==> config.mk <==
export PLATFORM = sky130hd
export DESIGN_NAME = fx_requant_pipe_flat
export DESIGN_NICKNAME = d
export VERILOG_FILES = /design/src/rtl/fx_pkg.sv /design/src/rtl/fx_requant_pipe_if.sv /design/src/rtl/fx_delay_line.sv /design/src/rtl/fx_requant_pipe.sv /design/src/flat_wrapper.sv
export SDC_FILE = /design/constraint.sdc
export NUM_CORES = 1
export LEC_CHECK = 0
export ABC_CLOCK_PERIOD_IN_PS = 2800
export BUFFER_PORTS_ARGS = -buffer_cell sky130_fd_sc_hd__buf_2
export CORE_MARGIN = 2
export CORE_UTILIZATION = 27
export DETAILED_ROUTE_END_ITERATION = 6
export PLACE_DENSITY = 0.45
export SETUP_SLACK_MARGIN = 0.15
export SLEW_MARGIN = 5
export SYNTH_ARGS = -nofsm -noshare
export SYNTH_HDL_FRONTEND = slang
export SYNTH_SLANG_ARGS = --single-unit
export TNS_END_PERCENT = 100
==> constraint.sdc <==
create_clock -name i_clk -period 2.8 [get_ports i_clk]
set_input_delay 0.42 -clock i_clk [delete_from_list [all_inputs] [get_ports i_clk]]
set_output_delay 0.42 -clock i_clk [all_outputs]
set_load 0.02 [all_outputs]
==> src/rtl/fx_pkg.sv <==
// Shared constants and helpers for the fixed-point requantiser.
//   RND_*  : rounding-mode encodings carried on i_rnd_mode
//   OVF_*  : overflow-mode encodings carried on i_ovf_mode
//   fx_mid_width : width of the quantised intermediate so that no internal wrap occurs
package fx_pkg;

  localparam logic [1:0] RND_TRUNC   = 2'd0;
  localparam logic [1:0] RND_HALF_UP = 2'd1;
  localparam logic [1:0] RND_CONV    = 2'd2;

  localparam logic OVF_WRAP = 1'b0;
  localparam logic OVF_SAT  = 1'b1;

  // One guard bit for round-up carry, plus headroom for any left shift.
  function automatic int fx_mid_width(input int iw, input int i_f, input int o_f);
    return (o_f > i_f) ? (iw + 1 + (o_f - i_f)) : (iw + 1);
  endfunction

endpackage

==> src/rtl/fx_requant_pipe_if.sv <==
// Sample/flag bundle of the requantiser.
//   i_valid, i_data, i_rnd_mode, i_ovf_mode, i_clr : producer -> requantiser
//   o_valid, o_data, o_ovf, o_ovf_sticky, o_ovf_cnt : requantiser -> consumer
// master: the side that drives samples; slave: the requantiser itself.
interface fx_requant_pipe_if #(
  parameter int IW    = 14,
  parameter int OW    = 11,
  parameter int CNT_W = 16
);
  logic             i_valid;
  logic [IW-1:0]    i_data;
  logic [1:0]       i_rnd_mode;
  logic             i_ovf_mode;
  logic             i_clr;
  logic             o_valid;
  logic [OW-1:0]    o_data;
  logic             o_ovf;
  logic             o_ovf_sticky;
  logic [CNT_W-1:0] o_ovf_cnt;

  modport master (
    output i_valid, i_data, i_rnd_mode, i_ovf_mode, i_clr,
    input  o_valid, o_data, o_ovf, o_ovf_sticky, o_ovf_cnt
  );

  modport slave (
    input  i_valid, i_data, i_rnd_mode, i_ovf_mode, i_clr,
    output o_valid, o_data, o_ovf, o_ovf_sticky, o_ovf_cnt
  );
endinterface

==> src/rtl/fx_delay_line.sv <==
// Valid-qualified delay line of DEPTH stages; DEPTH=0 is a plain wire.
//   i_clk, i_rst   : clock, synchronous active-high reset
//   i_valid/i_data : stage input
//   o_valid/o_data : output DEPTH cycles later
// Data registers load only when the valid entering them is high.
module fx_delay_line #(
  parameter int W     = 8,
  parameter int DEPTH = 1
) (
  input  logic         i_clk,
  input  logic         i_rst,
  input  logic         i_valid,
  input  logic [W-1:0] i_data,
  output logic         o_valid,
  output logic [W-1:0] o_data
);

  if (DEPTH == 0) begin : g_wire
    assign o_valid = i_valid;
    assign o_data  = i_data;
  end else begin : g_regs
    logic [DEPTH-1:0] vld_q, vld_d;
    logic [W-1:0]     dat_q [DEPTH];
    logic [W-1:0]     dat_d [DEPTH];

    always_comb begin
      vld_d[0] = i_valid;
      dat_d[0] = i_valid ? i_data : dat_q[0];
      for (int i = 1; i < DEPTH; i++) begin
        vld_d[i] = vld_q[i-1];
        dat_d[i] = vld_q[i-1] ? dat_q[i-1] : dat_q[i];
      end
    end

    always_ff @(posedge i_clk) begin
      if (i_rst) begin
        vld_q <= '0;
        for (int i = 0; i < DEPTH; i++) dat_q[i] <= '0;
      end else begin
        vld_q <= vld_d;
        for (int i = 0; i < DEPTH; i++) dat_q[i] <= dat_d[i];
      end
    end

    assign o_valid = vld_q[DEPTH-1];
    assign o_data  = dat_q[DEPTH-1];
  end

endmodule

==> src/rtl/fx_requant_pipe.sv <==
// Pipelined signed fixed-point requantiser (IW.IF -> OW.OF).
//   i_clk, i_rst : clock, synchronous active-high reset
//   bus (slave)  : i_valid/i_data/i_rnd_mode/i_ovf_mode/i_clr in,
//                  o_valid/o_data/o_ovf/o_ovf_sticky/o_ovf_cnt out
// Stage Q rounds/shifts, stage V range-checks, then DELAY extra stages.
// Latency 2+DELAY, one sample per cycle, no backpressure.
module fx_requant_pipe
  import fx_pkg::*;
#(
  parameter int IW    = 14,
  parameter int IF    = 10,
  parameter int OW    = 11,
  parameter int OF    = 8,
  parameter int DELAY = 1,
  parameter int CNT_W = 16
) (
  input logic              i_clk,
  input logic              i_rst,
  fx_requant_pipe_if.slave bus
);

  localparam int D  = IF - OF;
  localparam int MW = fx_mid_width(IW, IF, OF);
  localparam int CW = ((MW > OW) ? MW : OW) + 1;

  if (OW < 2 || IW < 2 || DELAY < 0 || D >= IW) begin : g_bad_params
    $error("fx_requant_pipe: unsupported parameter set");
  end

  // ---------------- Stage Q: quantise ----------------
  logic signed [MW-1:0] in_ext, quant;
  assign in_ext = {{(MW-IW){bus.i_data[IW-1]}}, bus.i_data};

  if (D <= 0) begin : g_lshift
    assign quant = in_ext <<< (-D);
  end else begin : g_rshift
    localparam logic [D-1:0] HalfPat = D'(1) << (D-1);
    logic signed [MW-1:0] rnd_add;

    always_comb begin
      rnd_add = '0;
      case (bus.i_rnd_mode)
        RND_HALF_UP: rnd_add = MW'(HalfPat);
        // Exact tie with an even kept LSB stays put; everything else rounds half-up.
        RND_CONV: begin
          if (!((bus.i_data[D-1:0] == HalfPat) && !bus.i_data[D])) rnd_add = MW'(HalfPat);
        end
        default: rnd_add = '0;
      endcase
    end

    assign quant = (in_ext + rnd_add) >>> D;
  end

  logic                 q_valid_q, q_valid_d;
  logic signed [MW-1:0] q_data_q, q_data_d;
  logic                 q_ovf_mode_q, q_ovf_mode_d;

  always_comb begin
    q_valid_d    = bus.i_valid;
    q_data_d     = q_data_q;
    q_ovf_mode_d = q_ovf_mode_q;
    if (bus.i_valid) begin
      q_data_d     = quant;
      q_ovf_mode_d = bus.i_ovf_mode;
    end
  end

  // ---------------- Stage V: range check ----------------
  localparam logic signed [CW-1:0] VHi = {{(CW-OW+1){1'b0}}, {(OW-1){1'b1}}};
  localparam logic signed [CW-1:0] VLo = {{(CW-OW+1){1'b1}}, {(OW-1){1'b0}}};

  logic signed [CW-1:0] v_ext;
  logic                 v_above, v_below;
  logic                 v_valid_q, v_valid_d;
  logic [OW-1:0]        v_data_q, v_data_d;
  logic                 v_ovf_q, v_ovf_d;

  assign v_ext   = {{(CW-MW){q_data_q[MW-1]}}, q_data_q};
  assign v_above = v_ext > VHi;
  assign v_below = v_ext < VLo;

  always_comb begin
    v_valid_d = q_valid_q;
    v_data_d  = v_data_q;
    v_ovf_d   = v_ovf_q;
    if (q_valid_q) begin
      v_ovf_d  = v_above | v_below;
      v_data_d = v_ext[OW-1:0];
      if (q_ovf_mode_q == OVF_SAT) begin
        if (v_above)      v_data_d = VHi[OW-1:0];
        else if (v_below) v_data_d = VLo[OW-1:0];
      end
    end
  end

  // ---------------- Overflow bookkeeping ----------------
  logic             sticky_q, sticky_d;
  logic [CNT_W-1:0] cnt_q, cnt_d;

  // Clear first, then the event, so a coincident clear+overflow leaves a count of one.
  always_comb begin
    sticky_d = sticky_q;
    cnt_d    = cnt_q;
    if (bus.i_clr) begin
      sticky_d = 1'b0;
      cnt_d    = '0;
    end
    if (v_valid_q && v_ovf_q) begin
      sticky_d = 1'b1;
      if (cnt_d != '1) cnt_d = cnt_d + 1'b1;
    end
  end

  always_ff @(posedge i_clk) begin
    if (i_rst) begin
      q_valid_q    <= 1'b0;
      q_data_q     <= '0;
      q_ovf_mode_q <= 1'b0;
      v_valid_q    <= 1'b0;
      v_data_q     <= '0;
      v_ovf_q      <= 1'b0;
      sticky_q     <= 1'b0;
      cnt_q        <= '0;
    end else begin
      q_valid_q    <= q_valid_d;
      q_data_q     <= q_data_d;
      q_ovf_mode_q <= q_ovf_mode_d;
      v_valid_q    <= v_valid_d;
      v_data_q     <= v_data_d;
      v_ovf_q      <= v_ovf_d;
      sticky_q     <= sticky_d;
      cnt_q        <= cnt_d;
    end
  end

  // ---------------- Output delay ----------------
  logic          dly_valid;
  logic [OW:0]   dly_data;

  fx_delay_line #(
    .W     (OW + 1),
    .DEPTH (DELAY)
  ) u_dly (
    .i_clk   (i_clk),
    .i_rst   (i_rst),
    .i_valid (v_valid_q),
    .i_data  ({v_ovf_q, v_data_q}),
    .o_valid (dly_valid),
    .o_data  (dly_data)
  );

  assign bus.o_valid      = dly_valid;
  assign bus.o_data       = dly_data[OW-1:0];
  assign bus.o_ovf        = dly_data[OW];
  assign bus.o_ovf_sticky = sticky_q;
  assign bus.o_ovf_cnt    = cnt_q;

endmodule
==> src/flat_wrapper.sv <==
// flat-port wrapper written by rule: the top's interface ports become plain ports
module fx_requant_pipe_flat import fx_pkg::*;
#(
  parameter int IW    = 14,
  parameter int IF    = 10,
  parameter int OW    = 11,
  parameter int OF    = 8,
  parameter int DELAY = 1,
  parameter int CNT_W = 16
)
  (i_clk, i_rst, bus_i_valid, bus_i_data, bus_i_rnd_mode, bus_i_ovf_mode, bus_i_clr, bus_o_valid, bus_o_data, bus_o_ovf, bus_o_ovf_sticky, bus_o_ovf_cnt);
  fx_requant_pipe_if #(.IW(IW), .OW(OW), .CNT_W(CNT_W)) bus_i ();
  input logic i_clk;
  input logic i_rst;
  input wire logic [$bits(bus_i.i_valid)-1:0] bus_i_valid;
  input wire logic [$bits(bus_i.i_data)-1:0] bus_i_data;
  input wire logic [$bits(bus_i.i_rnd_mode)-1:0] bus_i_rnd_mode;
  input wire logic [$bits(bus_i.i_ovf_mode)-1:0] bus_i_ovf_mode;
  input wire logic [$bits(bus_i.i_clr)-1:0] bus_i_clr;
  output wire logic [$bits(bus_i.o_valid)-1:0] bus_o_valid;
  output wire logic [$bits(bus_i.o_data)-1:0] bus_o_data;
  output wire logic [$bits(bus_i.o_ovf)-1:0] bus_o_ovf;
  output wire logic [$bits(bus_i.o_ovf_sticky)-1:0] bus_o_ovf_sticky;
  output wire logic [$bits(bus_i.o_ovf_cnt)-1:0] bus_o_ovf_cnt;
  assign bus_i.i_valid = bus_i_valid;
  assign bus_i.i_data = bus_i_data;
  assign bus_i.i_rnd_mode = bus_i_rnd_mode;
  assign bus_i.i_ovf_mode = bus_i_ovf_mode;
  assign bus_i.i_clr = bus_i_clr;
  assign bus_o_valid = bus_i.o_valid;
  assign bus_o_data = bus_i.o_data;
  assign bus_o_ovf = bus_i.o_ovf;
  assign bus_o_ovf_sticky = bus_i.o_ovf_sticky;
  assign bus_o_ovf_cnt = bus_i.o_ovf_cnt;
  fx_requant_pipe #(.IW(IW), .IF(IF), .OW(OW), .OF(OF), .DELAY(DELAY), .CNT_W(CNT_W)) u_core (.i_clk(i_clk), .i_rst(i_rst), .bus(bus_i));
endmodule
==> impl_metrics.toml, run 1 <==
[global_route]
grt_overflow_total = 0
grt_pass1_wl_mm = 10.9
antenna_found_initial = 0
grtUsageMet2_pct = 15.5
grt_pass1_vias = 2153
grt_max_degree = 49
use_met1_pct = 19.0
top_usage_layer = "met1"
grtUsageMet3_pct = 2.76
grt_use_total_pct = 12.3

[placement]
hpwl_mm = 4.62
numPortBuffers = 50
gp_congestion = 0.776
dp.cells = 488

[cts]
cts_resized = 0
clk_pin_slew_ns = 0.07
hold_buffers = 0
post-cts-setup-buffers = 0
clockBufferDepth = 2
h-tree-depth = 3
cts_buffers = 9
cts_sinks = 58
cts_tree = "built"
cts_root_buffer = "clkbuf_8"
insertion_delay_ns = 0.34

[floorplan]
ios = 51
coreArea_mm2 = 0.00977
fp.dieH_um = 104
initial_core_util_pct = 27.8
die-area_mm2 = 0.0109
die_w_um = 104
num_rows = 36

[route]
vias = 2373
ant_nets = 0
wl_per_cell_um = 12.9
drt_first_pass_iters = 4
totalWireLength_mm = 6.52
post-route-drc-count = 0
drt_iter0_markers = 119
vias_per_cell = 4.71

[pwr]
peakVddDrop_uv = 206
swShare_pct = 24.5
combPwrFrac_pct = 7.7
power.internal_mw = 1.37
seqPwrFrac_pct = 48.4
p_per_area_mw_per_mm2 = 551
clock_power_share_pct = 43.9
p_switching_uw = 445
p_leak_nw = 1.27

[worst_setup_path]
r2r-end = "u_core.bus.o_ovf_cnt[14]"
rrSetupSlack_ns = 0.82
cp_data_required_time_ns = 3.07
r2r_cells = 6
start_kind = "flop"
critical_path_class = "reg -> reg"
critical_path_arrival_ns = 2.25
worstReg2RegStart = "u_core.bus.o_ovf_cnt[0]"
end_kind = "flop"
crit_fanout = 7

[logic_synthesis]
synth_cells = 321
synthTopCellsByArea = "dfxtp_1, mux2i_1, nor2_1, a21oi_1, nand2_1"
async_flop_share_pct = 0
synth_edf_count = 0
seq_area_frac_synth_pct = 42.7
yosys.area.top_type = "dfxtp_1"
avgSynthCellArea_um2 = 8.48
syn-cell-area_mm2 = 0.00272
synth_most_common_cell = "dfxtp_1"
synth.top_cell.area_share_pct = 42.7
synth_cell_type_count = 49
synth_ff_type = "dfxtp_1"
synth_warnings = 0
synth_common_cells = "dfxtp_1, nor2_1, a21oi_1, nand2_1, mux2i_1"
synth_seq_cells = 58
synthesis.nets = 345

[final_layout]
seqCellArea_mm2 = 0.00116
fillers = 1062
num_antenna_cells = 0
final_nets = 390
area_delta_synth_final_pct = 21.0
multi_input_area_mm2 = 0.00144
post-route-util_pct = 33.7
drive_gt1_share_pct = 20.8
fin_cells = 504

[sta]
setup_tns_ns = 0
relSlewSlack_pct = 60.3
fin_crit_ns = 1.98
setup_viol = 0
finClkSkew_ns = 0.00929
worstMarginPinSlew_ns = 0.591
rsz0062_at_grt = "no"
clock.fmax_mhz = 506
fin_crit_sh_pct = 70.6
slew_viol_final = 0
hold_viol_final = 0

[hold_path]
worstHoldPathCells = 2
hold_path.class = "in -> reg"
min_from = "i_rst"
holdPathEnd = "u_core.bus.o_ovf_cnt[9]"

[run]
drv_cap = 0

[outcome]
status = "finished, final reports clean"
[layer usage]
metal  up-vias  routed length, um
met1      1053               3610
met2        47               2500
met4         0                127
li1       1263                  -
met3        10                282
met5         -                  0
[per-stage QoR]
stage                     cell area [um^2]  setup slack (ns)  hold WS (ns)  total power, mW
after global routing                  3290             0.597         0.314             1.90
after detailed placement              3090             0.589         0.450             1.04
final                                 3290             0.824         0.310             1.81
after floorplan                       2720             0.807         0.453            0.986
after global placement                3090             0.644         0.453             1.04
after CTS                             3290             0.819         0.299             1.84
[power by group through the flow]
stage	clock network [mW]	logic, mW	registers, mW
6_report	0.797	0.139	0.878
5_1_grt	0.863	0.159	0.882
3_5_place_dp	0	0.141	0.897
3_3_place_gp	0	0.138	0.897
4_1_cts	0.824	0.141	0.878
2_1_floorplan	0	0.0952	0.891
[flip-flops by register name, summed over array words and instances (netlist names)]
name                       cells
u_core.v_data_q               11
u_core.u_dly.g_regs.dat_q     12
u_core.bus.o_ovf_cnt          16
u_core.v_valid_q               1
u_core.bus.o_ovf_sticky        1
u_core.q_valid_q               1
u_core.q_data_q               13
u_core.u_dly.o_valid           1
u_core.v_ovf_q                 1
u_core.q_ovf_mode_q            1
[cell type report]
cell class | instances | share of cell area (%)
Clock buffer | 12 | 4.71
Clock inverter | 4 | 1.52
Inverter | 10 | 1.14
Multi-Input combinational cell | 233 | 43.8
Sequential cell | 58 | 35.3
Tap cell | 133 | 5.06
Timing Repair Buffer | 54 | 8.51
[worst max path at each step]
| stage | startpoint | to | slack (ns) | depth (start not counted) |
|---|---|---|---|---|
| floorplan | bus_i_clr | u_core.bus.o_ovf_cnt[14] | 0.81 | 8 |
| global placement | bus_i_rnd_mode[0] | u_core.q_data_q[7] | 0.64 | 7 |
| detailed placement | bus_i_clr | u_core.bus.o_ovf_cnt[14] | 0.59 | 7 |
| CTS | u_core.bus.o_ovf_cnt[0] | u_core.bus.o_ovf_cnt[14] | 0.82 | 6 |
| global route | u_core.bus.o_ovf_cnt[0] | u_core.bus.o_ovf_cnt[14] | 0.60 | 6 |
| finish | u_core.bus.o_ovf_cnt[0] | u_core.bus.o_ovf_cnt[14] | 0.82 | 6 |
[worst max-delay path: stages, from the launching register on]
cell     delay [ns]
dfxtp_1        0.37
nor2b_1        0.22
ha_1           0.21
and3_1         0.31
o21ai_0        0.19
or4_1          0.48
a21oi_1        0.14
[cell families after synthesis]
logic type,count (synthesis),share of synthesized area [%]
xor gates and xnor gates,2,0.644
muxes,22,8.23
AOI/OAI and AO/OA,64,15.4
buffers and inverters,30,4.37
adders and majority gates,3,1.38
DFF,58,42.7
and+or+nand+nor,142,27.3
[layout by cell type (no fill, tap or decap), types with 4 or more instances in the layout]
master     n
o21ai_0    9
buf_2     50
buf_4      4
inv_1     10
nor2b_1    8
nor3_1    14
dfxtp_1   58
nand4_1    4
nand3_1   10
a311oi_1   7
nand2_1   23
a211oi_1   7
nor4_1     5
mux2i_1   19
clkbuf_8  11
a21oi_1   23
nand2b_1   7
or3_1     10
nor2_1    41
Note: power is estimated with default switching activity, not from simulation.
==> inputs of run 2 (changes only) <==
--- a/config.mk
+++ b/config.mk
@@ -5,12 +5,13 @@
 export SDC_FILE = /design/constraint.sdc
 export NUM_CORES = 1
 export LEC_CHECK = 0
-export ABC_CLOCK_PERIOD_IN_PS = 2800
+export ABC_AREA = 1
+export ABC_CLOCK_PERIOD_IN_PS = 1950
 export BUFFER_PORTS_ARGS = -buffer_cell sky130_fd_sc_hd__buf_2
 export CORE_MARGIN = 2
 export CORE_UTILIZATION = 27
 export DETAILED_ROUTE_END_ITERATION = 6
-export PLACE_DENSITY = 0.45
+export PLACE_DENSITY = 0.44
 export SETUP_SLACK_MARGIN = 0.15
 export SLEW_MARGIN = 5
 export SYNTH_ARGS = -nofsm -noshare
==> constraint.sdc (replaced) <==
create_clock -name i_clk -period 1.95 [get_ports i_clk]
set_input_delay 0.2925 -clock i_clk [delete_from_list [all_inputs] [get_ports i_clk]]
set_output_delay 0.2925 -clock i_clk [all_outputs]
set_load 0.02 [all_outputs]
==> run 2 against run 1 <==
  * Worst setup slack got worse by 0.54 ns
  * Routed wire length increased by 22%
  * Via count rose by 20%
==> impl_metrics.toml, run 2 <==
[sta]
fin_crit_sh_pct = 85.5
rsz0062_at_grt = "no"
clock.fmax_mhz = 600
finClkSkew_ns = 0.00431
holdWs_ns = 0.215
setup_tns_ns = 0
relSlewSlack_pct = 64.2
setup_viol = 0
fin_crit_ns = 1.67
worstMarginPinSlew_ns = 0.534
hold_viol_final = 0
slew_viol_final = 0

[route]
totalWireLength_mm = 7.94
vias = 2838
ant_nets = 0
post-route-drc-count = 0
vias_per_cell = 4.50
drt_first_pass_iters = 4
drt_iter0_markers = 90
wl_per_cell_um = 12.6

[cts]
clockBufferDepth = 2
cts_root_buffer = "clkbuf_16"
h-tree-depth = 3
cts_sinks = 58
cts_buffers = 9
clk_pin_slew_ns = 0.05
insertion_delay_ns = 0.32
cts_tree = "built"

[global_route]
grt_max_degree = 31
top_usage_layer = "met2"
grt_overflow_total = 0
grt_use_total_pct = 13.9
grtUsageMet2_pct = 23.4
grt_pass1_wl_mm = 13.1
antenna_found_initial = 0
use_met1_pct = 17.3
grt_pass1_vias = 2702
grtUsageMet3_pct = 3.94

[worst_setup_path]
critical_path_class = "reg -> reg"
end_kind = "flop"
start_kind = "flop"
path_cells = "inv_1 -> nor2_2 -> ha_2 -> nand2_2 -> nor2_8 -> buf_4 -> nand3_1 -> nor2_1 -> nand3_2 -> o21ai_1 -> nor2_1"
cpMostUsedCell = "nor2_1"
critical_path_arrival_ns = 1.89
cp_slowest_cell = "dfxtp_2"
crit_path_max_incr_delay_ns = 0.34
cp_data_required_time_ns = 2.17
rrSetupSlack_ns = 0.28
crit_fanout = 4

[pwr]
seqPwrFrac_pct = 38.5
p_per_area_mw_per_mm2 = 860
combPwrFrac_pct = 7.6
swShare_pct = 22.4
p_switching_uw = 735
peakVddDrop_uv = 548
clock_power_share_pct = 53.9
p_leak_nw = 1.71
power.internal_mw = 2.54

[floorplan]
ios = 51
fp.dieH_um = 110
coreArea_mm2 = 0.0109
die_w_um = 110
num_rows = 38
die-area_mm2 = 0.0122
initial_core_util_pct = 27.9

[outcome]
status = "finished, final reports clean"

[logic_synthesis]
synth_warnings = 0
synth_cells = 432
yosys.area.top_type = "dfxtp_1"
synthesis.nets = 456
synth_ff_type = "dfxtp_1"
synth_seq_cells = 58
synthTopCellsByArea = "dfxtp_1, nand2_1, inv_1, a21oi_1, nor2_1"
synth_most_common_cell = "nand2_1"
synth_edf_count = 0
syn-cell-area_mm2 = 0.00305
seq_area_frac_synth_pct = 38.0
synth_cell_type_count = 30
async_flop_share_pct = 0
synth.top_cell.area_share_pct = 38.0
synth_common_cells = "nand2_1, inv_1, dfxtp_1"
avgSynthCellArea_um2 = 7.07

[final_layout]
drive_gt1_share_pct = 23.8
final_common_cell = "nand2_1"
final_nets = 510
largest_reg_flops = 16
final_cell_mix = "nand2_1, inv_1, dfxtp_1"
area_delta_synth_final_pct = 24.8
num_antenna_cells = 0

[placement]
gp_congestion = 0.879
hpwl_mm = 5.75
numPortBuffers = 50

[hold_path]
hold_path.class = "in -> reg"

[run]
drv_cap = 0
[run 2: timing repair]
| action | 4_1_cts | 5_1_grt |
|---|---|---|
| endpoints found under the hold margin | 0 | 0 |
| endpoints found under the setup margin | 3 | 16 |
| resized for setup | 1 | 5 |
| pin swaps | 0 | 1 |
| buffers inserted | 0 | 1 |
| hold buffers | 0 | 0 |
[run 2: path summary, 6_finish.rpt]
| check | start | endpoint | depth (start not counted) |
|---|---|---|---|
| setup reg to reg | u_core.bus.o_ovf_cnt[0] | u_core.bus.o_ovf_cnt[10] | 11 |
| hold reg to reg | u_core.v_data_q[4] | u_core.u_dly.g_regs.dat_q[0][4] | 2 |
| setup / recovery | u_core.bus.o_ovf_cnt[0] | u_core.bus.o_ovf_cnt[10] | 11 |
| hold / removal | bus_i_ovf_mode | u_core.q_ovf_mode_q | 3 |
[run 2: worst max-delay path, delay by kind of cell (launching register included)]
| family | cells | cell delay, ns |
|---|---|---|
| AOI/OAI and AO/OA | 1 | 0.13 |
| DFF | 1 | 0.34 |
| adders and majority gates | 1 | 0.22 |
| buffers and inverters | 2 | 0.18 |
| and+or+nand+nor | 7 | 0.70 |
[run 2: kinds of logic after synthesis]
kind of cell | after synthesis | share of synthesized area (%)
buffers and inverters | 86 | 11.6
flip-flops | 58 | 38.0
adder cells (fa/ha/maj) | 3 | 1.23
AO/OA/AOI/OAI | 92 | 16.5
XOR/XNOR | 6 | 1.72
AND/OR/NAND/NOR | 187 | 30.9
[run 2: layout make-up]
type,count,area [um^2]
clock buffer,12,267
tap,140,175
fill,1218,7130
clock inverter,4,72.6
sequential,58,1160
inverter,72,283
multi-input combinational,288,1550
timing repair buffer,57,303
[run 2: power by group through the flow]
stage | registers [mW] | clock network [mW] | logic, mW
detailed placement | 1.29 | 0 | 0.253
global route | 1.27 | 1.86 | 0.286
finish | 1.26 | 1.77 | 0.250
floorplan | 1.30 | 0 | 0.148
CTS | 1.26 | 1.81 | 0.254
global placement | 1.29 | 0 | 0.251
[run 2: metrics by stage]
| step | power [mW] | instances | area [um^2] | util (%) | worst slack (ns) |
|---|---|---|---|---|---|
| 2_1_floorplan | 1.45 | 432 | 3050 | - | 0.173 |
| 3_3_place_gp | 1.54 | 614 | 3450 | 31.6 | 0.165 |
| 3_5_place_dp | 1.54 | 614 | 3450 | 31.6 | 0.119 |
| 4_1_cts | 3.32 | 630 | 3790 | 34.7 | 0.176 |
| 5_1_grt | 3.41 | 631 | 3810 | 34.8 | 0.172 |
| 6_report | 3.28 | 631 | 3810 | 34.8 | 0.282 |
[run 2: per-layer routing]
layer / part of all wire, % / vias to the layer above
met5: 0 / -
met4: 1.5 / 0
met3: 4.0 / 10
met2: 49 / 52
met1: 46 / 1269
li1: - / 1507
==> inputs of run 3 (changes only) <==
==> constraint.sdc (replaced) <==
create_clock -name i_clk -period 1.95 [get_ports i_clk]
set_input_delay 0.585 -clock i_clk [delete_from_list [all_inputs] [get_ports i_clk]]
set_output_delay 0.585 -clock i_clk [all_outputs]
set_load 0.02 [all_outputs]
==> run 3 against run 2 <==
  * Global-route usage grew 0.12 points
  * Routed wire length shrank 0.19%
  * Worst hold slack gained 0.24 ns
  * Largest cell class unchanged
  * Critical path depth grew 1
  * Sequential share of layout area shrank 0.43 points
  * Fmax grew 0.22%
  * Die area is the same
  * Sequential power is essentially flat
  * Clock-buffer cell count grew 2
  * Design area grew 1.3%
  * Clock skew grew 0.00078 ns
  * Via count grew 2.1%
  * Critical path type is now in -> reg
==> impl_metrics.toml, run 3 (synthesized netlist as in run 2, its figures left out) <==
[sta]
fin_crit_sh_pct = 85.3
holdWs_ns = 0.453
finClkSkew_ns = 0.00509
hold_viol_final = 0
rsz0062_at_grt = "yes"
relSlewSlack_pct = 61.5
slew_viol_final = 0
clock.fmax_mhz = 601
setup_viol = 0
fin_crit_ns = 1.66
worstMarginPinSlew_ns = 0.574

[cts]
cts_sinks = 58
clk_pin_slew_ns = 0.05
h-tree-depth = 3
insertion_delay_ns = 0.33
clockBufferDepth = 2
cts_buffers = 9
cts_tree = "built"
cts_resized = 0
hold_buffers = 0
cts_root_buffer = "clkbuf_16"
post-cts-setup-buffers = 0

[worst_setup_path]
cp.depth = 12
startpoint = "bus_i_clr"
rrSetupSlack_ns = 0.31
end_kind = "flop"
crit_fanout = 9
cp_data_required_time_ns = 2.17
critical_path_arrival_ns = 1.88
r2r_cells = 12
critical_path_class = "in -> reg"
r2r-end = "u_core.bus.o_ovf_cnt[2]"
worst-path-buf-inv = 2
start_kind = "input pin"
crit_path_max_incr_delay_ns = 0.18
endpoint = "u_core.bus.o_ovf_cnt[2]"
worstReg2RegStart = "u_core.bus.o_ovf_cnt[1]"
path_cells = "buf_2 -> nor2_4 -> ha_4 -> nand2_4 -> nor2_8 -> nand3_2 -> nor2_4 -> nand2_4 -> nand3_2 -> nand2_1 -> inv_1 -> nor2_1"
worst_path_dominant_cell_family = "simple AND/OR/NAND/NOR gates"
cp_slowest_cell = "ha_4"

[placement]
gp_congestion = 0.911
numPortBuffers = 50
dpl_cell_area_mm2 = 0.00356
hpwl_mm = 5.82
dp.cells = 621

[pwr]
power.internal_mw = 2.38
swShare_pct = 23.2
combPwrFrac_pct = 8.2
total_power_mw = 3.10
peakVddDrop_uv = 501
p_per_area_mw_per_mm2 = 804
clock_power_share_pct = 51.1
seqPwrFrac_pct = 40.7
p_leak_nw = 1.75
p_switching_uw = 720

[final_layout]
area_delta_synth_final_pct = 26.4
drive_gt1_share_pct = 24.5
final_cell_mix = "nand2_1, inv_1, dfxtp_1"
post-route-util_pct = 35.3
final_common_cell = "nand2_1"
final_nets = 516
fillers = 1169
num_antenna_cells = 0
largest_reg_flops = 16
fin_cells = 637
final_area_mm2 = 0.00386

[route]
met2_length_mm = 3.71
topRoutingLayerUsed = "met4"
ant_nets = 0
met3_length_um = 363
vias = 2899
post-route-drc-count = 0
vias_per_cell = 4.55
wl_per_cell_um = 12.4
met1Wirelength_mm = 3.72
drt_first_pass_iters = 4
drt_iter0_markers = 130
totalWireLength_mm = 7.92

[hold_path]
hold_path.class = "reg -> reg"

[floorplan]
ios = 51
num_rows = 38
fp.dieH_um = 110
coreArea_mm2 = 0.0109
die-area_mm2 = 0.0122
die_w_um = 110
initial_core_util_pct = 27.9

[global_route]
grt_pass1_vias = 2709
grt_max_degree = 31
antenna_found_initial = 0
grt_pass1_wl_mm = 13.0
grt_use_total_pct = 14.1
grt_overflow_total = 0

[outcome]
status = "finished, final reports clean"

[run]
drv_cap = 0
[run 3: worst min path at each step]
stage                                            endpoint                    start  depth (start not counted)  slack, ns
final                     u_core.u_dly.g_regs.dat_q[0][4]       u_core.v_data_q[4]                          2       0.45
after floorplan           u_core.u_dly.g_regs.dat_q[0][5]       u_core.v_data_q[5]                          2       0.43
after detailed placement  u_core.u_dly.g_regs.dat_q[0][9]       u_core.v_data_q[9]                          2       0.44
after global placement            u_core.bus.o_ovf_sticky  u_core.bus.o_ovf_sticky                          2       0.44
after global routing              u_core.bus.o_ovf_sticky  u_core.bus.o_ovf_sticky                          2       0.47
after CTS                         u_core.bus.o_ovf_sticky  u_core.bus.o_ovf_sticky                          2       0.46
[run 3: worst min-delay path: stages (launching register included)]
cell,delay [ns]
dfxtp_1,0.29
inv_1,0.06
a21oi_1,0.06
[run 3: power groups by stage]
stage / Combinational (mW) / Sequential [mW] / Clock, mW
2_1_floorplan: 0.152 / 1.30 / 0
3_3_place_gp: 0.256 / 1.29 / 0
3_5_place_dp: 0.257 / 1.29 / 0
5_1_grt: 0.289 / 1.27 / 1.68
4_1_cts: 0.258 / 1.26 / 1.63
6_report: 0.253 / 1.26 / 1.59
[run 3: routing by layer]
layer  vias up  track usage, %
li1       1517               -
met1      1306            17.6
met2        64            22.7
met3        12            4.12
met4         0            5.45
met5         -               0
[run 3: through the flow]
stage	TNS, ns	setup WS [ns]
final	0	0.286
after CTS	0	0.231
after global placement	-0.121	-0.0616
after floorplan	0	0.135
after global routing	0	0.141
after detailed placement	-0.184	-0.0485
[run 3: cell type report]
cell class,count,area (um^2),area share (%)
clock buffer,14,264,6.84
tap,140,175,4.54
clock inverter,2,35.0,0.908
timing repair buffer,63,360,9.34
multi-input combinational,288,1580,40.9
inverter,72,283,7.33
sequential,58,1160,30.1
